`src/rtl/psm_gen_pkg.sv`:
```
// Shared types and phase functions for the parametrised three-phase processing state machine.
// Phase functions are bitwise, so they are defined per bit and applied across any data width.
package psm_gen_pkg;

  typedef enum logic [1:0] {
    IDLE = 2'd0,
    OP1  = 2'd1,
    OP2  = 2'd2,
    OP3  = 2'd3
  } state_t;

  function automatic logic phase_op1_bit(input logic a, input logic b);
    return a | b;
  endfunction

  function automatic logic phase_op2_bit(input logic a, input logic b);
    return a ^ b;
  endfunction

  function automatic logic phase_op3_bit(input logic a, input logic b);
    return ~(~a & b);
  endfunction

  // Result bit for the given state; Idle always yields 0.
  function automatic logic phase_bit(input state_t st, input logic a, input logic b);
    logic r;
    case (st)
      OP1:     r = phase_op1_bit(a, b);
      OP2:     r = phase_op2_bit(a, b);
      OP3:     r = phase_op3_bit(a, b);
      default: r = 1'b0;
    endcase
    return r;
  endfunction

endpackage

```
`src/rtl/psm_gen_phase_timer.sv`:
```
// Phase duration counter: counts while not held, expires on the last cycle of a phase
// and restarts from zero on the following edge.
module psm_phase_timer #(
  parameter int CNT_W = 26
) (
  input  logic             Clock,
  input  logic             ResetN,
  input  logic             clear,
  input  logic             hold,
  input  logic [CNT_W-1:0] limit,
  output logic             expire
);

  logic [CNT_W-1:0] count;

  assign expire = (count == (limit - CNT_W'(1))) && !hold;

  always_ff @(posedge Clock or negedge ResetN) begin
    if (!ResetN) begin
      count <= '0;
    end else if (clear || expire) begin
      count <= '0;
    end else if (!hold) begin
      count <= count + CNT_W'(1);
    end
  end

endmodule

```
`src/rtl/psm_gen.sv`:
```
// Three-phase processing state machine with configurable widths and phase lengths,
// plus Hold, Abort, Loop and a one-cycle Done pulse on normal completion.
module psm_gen
  import psm_gen_pkg::*;
#(
  parameter int DATA_W  = 8,
  parameter int CNT_W   = 26,
  parameter int OP1_CYC = 50_000_000,
  parameter int OP2_CYC = 35_000_000,
  parameter int OP3_CYC = 25_000_000
) (
  input  logic              Clock,
  input  logic              ResetN,
  input  logic [DATA_W-1:0] Din1,
  input  logic [DATA_W-1:0] Din2,
  input  logic              Start,
  input  logic              Hold,
  input  logic              Abort,
  input  logic              Loop,
  output logic              Ready,
  output logic              Op1,
  output logic              Op2,
  output logic              Op3,
  output logic [DATA_W-1:0] Dout,
  output logic              Done,
  output logic [1:0]        dbg_state
);

  localparam logic [CNT_W-1:0] LIM1 = CNT_W'(OP1_CYC);
  localparam logic [CNT_W-1:0] LIM2 = CNT_W'(OP2_CYC);
  localparam logic [CNT_W-1:0] LIM3 = CNT_W'(OP3_CYC);

  state_t             state;
  logic [DATA_W-1:0]  a_q;
  logic [DATA_W-1:0]  b_q;
  logic               done_q;
  logic [CNT_W-1:0]   limit;
  logic               timer_clear;
  logic               expire;

  // Counter sits at zero throughout Idle, so an accepted Start begins Op1 at count 0.
  assign timer_clear = (state == IDLE) || Abort;

  always_comb begin
    limit = LIM1;
    case (state)
      OP2:     limit = LIM2;
      OP3:     limit = LIM3;
      default: limit = LIM1;
    endcase
  end

  psm_phase_timer #(
    .CNT_W (CNT_W)
  ) u_timer (
    .Clock  (Clock),
    .ResetN (ResetN),
    .clear  (timer_clear),
    .hold   (Hold),
    .limit  (limit),
    .expire (expire)
  );

  // Hold is folded into expire, so a held phase simply never advances.
  always_ff @(posedge Clock or negedge ResetN) begin
    if (!ResetN) begin
      state  <= IDLE;
      a_q    <= '0;
      b_q    <= '0;
      done_q <= 1'b0;
    end else begin
      done_q <= 1'b0;
      case (state)
        IDLE: begin
          if (Start && !Abort) begin
            state <= OP1;
            a_q   <= Din1;
            b_q   <= Din2;
          end
        end
        OP1: begin
          if (Abort)       state <= IDLE;
          else if (expire) state <= OP2;
        end
        OP2: begin
          if (Abort)       state <= IDLE;
          else if (expire) state <= OP3;
        end
        OP3: begin
          if (Abort) begin
            state <= IDLE;
          end else if (expire) begin
            if (Loop) begin
              state <= OP1;
              a_q   <= Din1;
              b_q   <= Din2;
            end else begin
              state  <= IDLE;
              done_q <= 1'b1;
            end
          end
        end
        default: state <= IDLE;
      endcase
    end
  end

  always_comb begin
    Dout = '0;
    for (int i = 0; i < DATA_W; i++) begin
      Dout[i] = phase_bit(state, a_q[i], b_q[i]);
    end
  end

  assign Ready     = (state == IDLE);
  assign Op1       = (state == OP1);
  assign Op2       = (state == OP2);
  assign Op3       = (state == OP3);
  assign Done      = done_q;
  assign dbg_state = state;

endmodule
```
`config.mk`:
```
export PLATFORM = sky130hd
export DESIGN_NAME = psm_gen
export DESIGN_NICKNAME = d
export VERILOG_FILES = /design/src/rtl/psm_gen_pkg.sv /design/src/rtl/psm_gen_phase_timer.sv /design/src/rtl/psm_gen.sv
export SDC_FILE = /design/constraint.sdc
export NUM_CORES = 1
export LEC_CHECK = 0
export CORE_MARGIN = 2
export CORE_UTILIZATION = 56
export CTS_CLUSTER_DIAMETER = 200
export DETAILED_ROUTE_END_ITERATION = 16
export PLACE_DENSITY_LB_ADDON = 0.12
export RECOVER_POWER = 25
export SYNTH_ARGS = -nofsm -noshare
export SYNTH_HDL_FRONTEND = slang
export SYNTH_SLANG_ARGS = --single-unit
```
`constraint.sdc`:
```
create_clock -name Clock -period 3.05 [get_ports Clock]
set_clock_uncertainty 0.2 [all_clocks]
set_input_delay 0.61 -clock Clock [delete_from_list [all_inputs] [get_ports Clock]]
set_output_delay 0.61 -clock Clock [all_outputs]
set_load 0.05 [all_outputs]
```
==> results.txt <==
H-tree depth: 2
Kind of end point of the critical path: output port
RR Endpoint: dbg_state[0]
Syn avg cell area: 8.81 um2
I/O pin total: 37
Gr ovfl total: 0
Tmin final: 2.90 ns
I/O Buffers: 36
DRT Wirelength: 6.81 mm
Post-place setup slack: 0.172 ns
Crit share post-route: 0.949
Fill count: 424
Adder-Cell Fraction of Synth Area: 0.0717
Min-delay worst type: flip-flop to flip-flop
Worst-margin pin slew: 1.11 ns
Most area-hungry cell type in the Yosys netlist: dfrtp_1
Min-Delay Startpoint: u_timer.count[25]
Slew HR: 0.258
Layout Area Growth over Synthesis: 21.8%
Multiplexer share of the synthesized area: 0.0101
Core box area: 0.00511 mm2
Total track usage: 0.240
Post-Syn Nets: 376
WHS: 0.383 ns
Post-synth EDFFs: 0
Crit path from: dbg_state[1]
P_leak: 1.46 nW
CP Max Fanout: 12
Max Cap Viol: 0
Pwr dens: 408 mW/mm2
Post-synth top cells: nor2_1 (47), dfrtp_1 (45), inv_1 (25)
Routability cong.: 0.833
Share of cells above drive strength 1: 0.111
Req. time, crit path: 2.24 ns
First-pass GRT wire length: 11.4 mm
Predominant post-synthesis flop cell: dfrtp_1
Register area share after synthesis: 0.379
Asr flop ratio synth: 1.00
Post-Synth XOR/XNOR Area: 0.0679
Initial antenna violation count: 0
Compound-cell area share of the yosys netlist: 0.166
Reg2Reg Launch Point: dbg_state[1]
Main combinational cell family by area after synthesis: simple AND/OR/NAND/NOR gates
Startpoint Class: flip-flop
Cells after synthesis: 337
Via/cell ratio: 5.98
CTS buffer count: 5
Setup WS post-layout: 0.155 ns
Final Setup Violations: 0
Outcome: completed
Syn. warnings: 0
Synth Register Bits: 45
Post-CTS sizing: 0
TritonRoute pass-1 iters: 4
Post-Synth Simple-Gate Area: 0.236
Final hold vios: 0
Reg area: 0.00113 mm2
Worst R2R Path Depth: 6
Yosys cell types: 49
Remaining antenna violation count: 0
Site row count: 26
Root buf cell: clkbuf_8
Critical path endpoint: Op2
Antenna fix cells: 0
RSZ-0062 raised after global routing: no
Fin nets: 408
Largest net degree at the start of global routing: 49
Wire per inst: 15.5 um
Die area: 0.00590 mm2
Total chip power: 1.48 mW
CTS max path bufs: 2
DRC errors left: 0
Multi-input gate area: 0.00166 mm2
Num Clock Sinks: 45
Hold buffer count at cts: 0
Post-DP HPWL: 4.64 mm
Synth top area share: 0.379
Chip Width: 76.8 um
Setup TNS: 0 ns
Post-CTS Setup Inserts: 0
Clk slew on worst S/H paths: 0.09 ns
TritonCTS clock tree: yes
FMAX: 345 MHz
Clock Latency Late Sink: 0.31 ns
WP data arrival: 2.09 ns
Crit Path Category: flip-flop to output port
DRT iter0 DRCs: 181
Starting density of the core: 0.581
Die H: 76.8 um
Vias in the first global route: 2,364
DR vias: 2,630
Netlist area before placement: 0.00297 mm2
Ranking of synthesized cells by area: dfrtp_1 (38%), ha_1 (7.2%), nor2_1 (5.9%)
Count leader, synth: nor2_1
Flop-to-flop setup slack: 0.46 ns
Max VDD drop: 0.252 mV
Fin. max-slew vios: 0
## worst max-delay path, cell delays in order (launching register included)
cell and delay, ns:
dfrtp_1 0.59, nor2b_2 0.33, clkdlybuf4s50_1 0.85
## final cells by class
type	instances	share of cell area
Clock buffer	6	0.0228
Sequential cell	45	0.312
Clock inverter	2	0.00485
Inverter	25	0.0260
Multi-Input combinational cell	245	0.460
Timing Repair Buffer	47	0.151
Tap cell	70	0.0242
## where the power goes
group,switching [mW],internal [mW]
Sequential,0.0183,0.640
Combinational,0.230,0.176
Clock,0.224,0.188
Total,0.472,1.00
## worst min path at each step
stage,end,slack (ns),depth (start not counted)
after floorplan,Done,0.11,0
after global placement,u_timer.count[25],0.34,2
after detailed placement,u_timer.count[25],0.36,2
after CTS,u_timer.count[0],0.20,2
after global routing,u_timer.count[5],0.41,2
final,u_timer.count[25],0.38,2
## routing by layer
layer  vias to the layer above  GRT usage  share of wire
met5                         -          0              0
met1                      1275      0.340           0.47
met2                        66      0.375           0.46
li1                       1281          -              -
met4                         0     0.0727          0.014
met3                         8     0.0424          0.059
## logic make-up (layout without fill, tap and decap cells)
| family | Yosys count | in the layout |
|---|---|---|
| fa+ha+maj | 17 | 17 |
| compound gates | 66 | 66 |
| mux | 3 | 3 |
| simple gates | 136 | 136 |
| flops | 45 | 45 |
| xor+xnor | 23 | 23 |
| buf+inv | 47 | 80 |
## placed cells by master (no fill, tap or decap), drive strengths merged, types with 2 or more instances in the layout
cell type / synthesis / layout
and2: 3 / 3
nor2: 47 / 47
nand3: 9 / 9
and3: 3 / 3
nand2b: 3 / 3
mux2i: 3 / 3
dfrtp: 45 / 45
o22ai: 8 / 8
nand4b: 3 / 3
nor2b: 6 / 6
and4: 3 / 3
nand2: 19 / 19
inv: 25 / 26
nor3: 9 / 9
clkbuf: 13 / 7
xnor2: 17 / 17
a211o: 2 / 2
o311ai: 16 / 16
a221oi: 3 / 3
clkdlybuf4s50: 0 / 24
o21ai: 9 / 9
nand4: 22 / 22
nor3b: 2 / 2
xor2: 6 / 6
buf: 9 / 22
ha: 17 / 17
a31oi: 16 / 16
a21oi: 4 / 4
## per-stage QoR
stage                     std cells  instance area (um2)  utilization
after CTS                       440                 3620        0.708
final                           440                 3610        0.708
after floorplan                 337                 2980            -
after global routing            440                 3610        0.708
after detailed placement        432                 3520        0.689
after global placement          432                 3520        0.689
## flip-flops by register name, summed over array words and instances (netlist names)
register / cells
Done: 1
u_timer.count: 26
a_q: 8
dbg_state: 2
b_q: 8
Note: power is estimated with default switching activity, not from simulation.
==> variant 1 (same settings) <==
Make the reset (`ResetN`) synchronous in 2 clocked blocks.
--- a/src/rtl/psm_gen_phase_timer.sv
+++ b/src/rtl/psm_gen_phase_timer.sv
@@ -15,7 +15,7 @@
 
   assign expire = (count == (limit - CNT_W'(1))) && !hold;
 
-  always_ff @(posedge Clock or negedge ResetN) begin
+  always_ff @(posedge Clock) begin
     if (!ResetN) begin
       count <= '0;
     end else if (clear || expire) begin
--- a/src/rtl/psm_gen.sv
+++ b/src/rtl/psm_gen.sv
@@ -62,7 +62,7 @@
   );
 
   // Hold is folded into expire, so a held phase simply never advances.
-  always_ff @(posedge Clock or negedge ResetN) begin
+  always_ff @(posedge Clock) begin
     if (!ResetN) begin
       state  <= IDLE;
       a_q    <= '0;
Behaviour: differs if ResetN is asserted again (counterexample within 4 cycles, from zero or initial values and one cycle with ResetN low); with ResetN held inactive, the same outputs for 10 cycles.
==> variant 1 against the unedited design <==
Highest routed layer unchanged. Area after synthesis rose by 3.5%. Wire length rose by 9.7%. Worst setup slack improved by 0.11 ns. Synthesized cell count rose by 14%. Global-route usage rose by 0.93 points. Worst hold slack got worse by 0.065 ns. Sequential cell count did not move. Cell area rose by 1.6%. Fmax rose by 4.1%. Critical endpoint is now Dout[3]. Cell count rose by 7.7%.
Power is not compared: it rests on default switching activity, and its combinational part moved more than twofold at a synthesized area within 25%.
==> variant 1: results (changes against the unedited design) <==
[worst_hold_path]
hp-start=a_q[2]
hold_end=a_q[2]

[layout]
drive_gt1_frac=0.1040  ; -0.006850
fillCellCount=450  ; +6.1%
final_net_count=442  ; +8.3%

[placed_design]
place_congestion=0.8704  ; +4.5%
dp_hpwl_um=5203  ; +12%
post-place-ws_ns=0.3081  ; +0.1360 ns

[synth]
syn_nets=422  ; +12%
ys_top_cells_by_area=dfxtp_1 (29%), ha_1 (6.9%), nor4_1 (6.5%)
yosys.area.top_type=dfxtp_1
yosysWarnings=0  ; unchanged
synth_cell_type_count=48  ; -2.0%
synth_common_cells=dfxtp_1 (45), nand2_1 (35), nor4_1 (32), inv_1 (28), nand3_1 (26)
ys_seq_area_frac=0.2932  ; -0.08627
async_flop_share=0  ; -1.000

[critical_path]
crit_path_max_incr_delay_ns=0.45  ; -0.40 ns
reg2reg_depth=5  ; -1
cp.arrival_ns=1.97  ; -0.12 ns
slowest_stage=inv_1
regToRegStartpoint=dbg_state[0]
reg2reg_slack_ns=0.34  ; -0.12 ns
worstPathMaxFanout=12  ; unchanged
rr_endpoint=a_q[4]

[detailed_routing]
wl_met2_um=3755  ; +20%
wl_met1_um=3413  ; +7.1%
drt_iter0_markers=234  ; +29%
route.vias.total=2880  ; +9.5%
wl_met3_um=243  ; -40%
wl_per_cell_um=15.77  ; +1.8%

[grt]
grt_pass1_vias=2661  ; +13%
grt_max_degree=49  ; unchanged
grt_pass1_wl_um=12480  ; +9.6%
grtUsageTotal=0.2488  ; +0.009337

[sta]
slew-limit-headroom=0.4520  ; +0.1937

[run_status]
status=finished clean

[power_and_ir_drop]
peakVddDrop_mv=0.2033

-- variant 1: changes by cell type after synthesis, moves of 6 or more --
cell	before	now
dfrtp_1	45	0
dfxtp_1	0	45
nor4_1	1	32
nor2_1	47	24
nand4_1	22	2
a41oi_1	0	17
nand3_1	9	26
a31oi_1	16	0
nand2_1	19	35
and3_1	3	17
clkbuf_1	13	19
-- variant 1: power breakdown --
group / internal, mW / switching [mW]
Clock: 0.163 / 0.192
Sequential: 0.600 / 0.00959
Combinational: 0.0826 / 0.102
-- variant 1: worst max path at each step --
stage                     slack, ns  cells past startpoint    startpoint      end
after floorplan               -0.14                      5  dbg_state[1]  Dout[2]
after global placement         0.34                      7          Hold   b_q[2]
after detailed placement       0.31                      7         Start   b_q[7]
after CTS                      0.11                      4  dbg_state[1]  Dout[2]
after global routing           0.14                      4  dbg_state[1]  Dout[3]
final                          0.27                      4  dbg_state[1]  Dout[3]
-- variant 1: cells by family (layout without fill, tap and decap cells) --
group           count (synthesis)  after routing  synth area share
mux                             3              3          0.009772
fa+ha+maj                      17             17           0.06922
flops                          45             45            0.2932
simple gates                  168            168            0.2976
xor+xnor                       25             25           0.07125
compound gates                 62             62            0.1657
buf+inv                        63             84           0.09324
-- variant 1: area by class of cell --
cell class	count	area share
repair buffers	48	0.1537
clock buffers	8	0.02181
inverters	28	0.02863
multi-input cells	275	0.5266
flip-flops and latches	45	0.2454
well taps	70	0.02386
-- variant 1: through the flow --
step / instance area [µm²] / TNS, ns / hold WS (ns) / power (mW) / instances
final: 3671 / 0 / 0.3173 / 1.149 / 474
after global routing: 3671 / 0 / 0.3412 / 1.195 / 474
after CTS: 3687 / 0 / 0.3160 / 1.154 / 474
after detailed placement: 3607 / 0 / 0.3054 / 0.8097 / 466
after global placement: 3607 / 0 / 0.2915 / 0.8015 / 466
after floorplan: 3110 / -0.2825 / 0.2799 / 0.7335 / 383
-- variant 1: worst min-delay path, stage by stage, from the launching register on --
cell      delay [ns]
dfxtp_1         0.32
nand2_1         0.08
o311ai_1        0.08
-- variant 1: metal layers --
metal	global-route usage	up-vias
met5	0	-
met4	0.06140	0
met3	0.03563	6
met2	0.4448	60
met1	0.3153	1357
li1	-	1457
-- variant 1: timing repair --
action / in CTS / in global routing
endpoints found under the setup margin: 0 / 2
endpoints found under the hold margin: 0 / 0
hold buffers: 0 / 0
gates resized for setup: 0 / 1
==> variant 2 (same flow settings) <==
Made on the original files. Set the parameter `DATA_W` to 7 (it was 8).
--- a/src/rtl/psm_gen.sv
+++ b/src/rtl/psm_gen.sv
@@ -3,7 +3,7 @@
 module psm_gen
   import psm_gen_pkg::*;
 #(
-  parameter int DATA_W  = 8,
+  parameter int DATA_W  = 7,
   parameter int CNT_W   = 26,
   parameter int OP1_CYC = 50_000_000,
   parameter int OP2_CYC = 35_000_000,
Interface: changed (resized Din1, Din2 and Dout); port bits go from 37 to 34. The function was not compared with the original's and may differ.
==> variant 2 against the unedited design <==
Combinational power up 10%. Worst setup slack better by 0.023 ns. Wire length down 8.2%. Area after synthesis down 5.9%. Sequential cell count down 2. Largest power group unchanged. Non-clock buffer count down 2. First-iteration DRC count down 2.8%. Power up 10%. Cell area down 7.8%. Fmax up 0.81%. Register-to-register slack better by 0.05 ns.
==> variant 2: results (changes against the unedited design) <==
[run_status]
status=finished clean

[grt]
grt_max_degree=27  ; -45%
grt_pass1_wl_um=10280  ; -9.7%
grt_pass1_vias=2208  ; -6.6%
grtUsageTotal=0.2376  ; -0.001920

[placed_design]
place_area_mm2=0.003221  ; -8.4%
port_buffers=33  ; -8.3%
place_congestion=0.9076  ; +9.0%
dp_hpwl_um=4440  ; -4.3%

[layout]
fillCellCount=399  ; -5.9%
final_net_count=389  ; -4.7%
drive_gt1_frac=0.1014  ; -0.009402
reg_top3=u_timer.count (26), a_q (7), b_q (7)

[synth]
avgSynthCellArea_um2=8.842  ; +0.40%
ys_seq_area_frac=0.3851  ; +0.005705
ys_top_cells_by_area=dfrtp_1 (39%), o211ai_1 (9.1%), ha_1 (6.7%)
syn_nets=351  ; -6.6%

[detailed_routing]
drt_iter0_markers=176  ; -2.8%
wl_per_cell_um=14.82  ; -4.3%
route.vias.total=2391  ; -9.1%
routed_wl_um=6253  ; -8.2%

[sta]
slew-limit-headroom=0.4516  ; +0.1933
setup_tns_ns=0  ; unchanged

[clocking]
cts_resized=0  ; unchanged

[critical_path]
regToRegStartpoint=u_timer.count[9]
worstPathMaxFanout=16  ; +4
reg2reg_depth=5  ; -1
rr_endpoint=dbg_state[1]

[worst_hold_path]
min_path_type=input pin to asynchronous set/reset pin

[power_and_ir_drop]
peakVddDrop_mv=0.3084  ; +22%
leakagePower_nw=1.442  ; -1.5%

## variant 2: changes by cell type in the layout (fill, tap and decap cells not counted), moves of 7 or more
cell	before	now
nand4_1	22	7
o311ai_1	9	0
buf_12	11	2
nor2_1	46	34
a31oi_1	16	0
nand2_1	19	50
o211ai_1	1	34
buf_4	10	17
## variant 2: metrics by stage
stage                     hold WS, ns  power, mW  utilization  setup slack, ns
final                          0.1669      1.626       0.7011           0.1782
after global routing           0.2398      1.729       0.7011          0.06145
after CTS                    0.006701      1.639       0.7021           0.1625
after detailed placement       0.3251      1.169       0.6774           0.2504
after global placement         0.3177      1.147       0.6774           0.3245
after floorplan                0.1144      1.014            -         -0.07200
## variant 2: worst max-delay path by stage
stage	start	endpoint	slack, ns	cells after the start
6_report	dbg_state[0]	Ready	0.18	2
5_1_grt	dbg_state[0]	Ready	0.06	2
4_1_cts	dbg_state[0]	Ready	0.16	2
3_5_place_dp	Hold	u_timer.count[21]	0.25	6
3_3_place_gp	Hold	u_timer.count[17]	0.32	5
2_1_floorplan	dbg_state[1]	Dout[0]	-0.07	4
## variant 2: worst register-to-register path: stages, from the launching register on
cell	delay [ns]
dfrtp_1	0.44
or3b_1	0.44
nor4_1	0.47
o2bb2ai_2	0.34
o311a_1	0.37
a31o_1	0.18
## variant 2: cell type report
| type | count | area share |
|---|---|---|
| multi-input cells | 236 | 0.4662 |
| flip-flops and latches | 43 | 0.3228 |
| repair buffers | 45 | 0.1246 |
| inverters | 23 | 0.02590 |
| well taps | 67 | 0.02515 |
| clock buffers | 6 | 0.02477 |
| clock inverters | 2 | 0.01051 |
## variant 2: logic make-up (layout without fill, tap and decap cells)
logic type               count (synthesis)  after routing  share of synthesized area
XOR/XNOR                                24             24                    0.07523
buffers and inverters                   37             76                    0.05956
multiplexers                             1              1                   0.003583
AO/OA/AOI/OAI                           61             61                     0.1684
flip-flops                              43             43                     0.3851
adder cells (fa/ha/maj)                 15             15                    0.06717
AND/OR/NAND/NOR                        135            135                     0.2409
## variant 2: where the power goes
| group | switching, mW | internal [mW] | total (mW) |
|---|---|---|---|
| Combinational | 0.267 | 0.180 | 0.447 |
| Sequential | 0.0708 | 0.640 | 0.711 |
| Clock | 0.203 | 0.265 | 0.469 |
| Total | 0.541 | 1.09 | 1.63 |
## variant 2: per-layer routing
layer	GRT usage	part of all wire	up-vias
li1	-	-	1174
met1	0.3390	0.49	1156
met2	0.3795	0.46	55
met3	0.04418	0.042	6
met4	0.05357	0.0074	0
met5	0	0	-
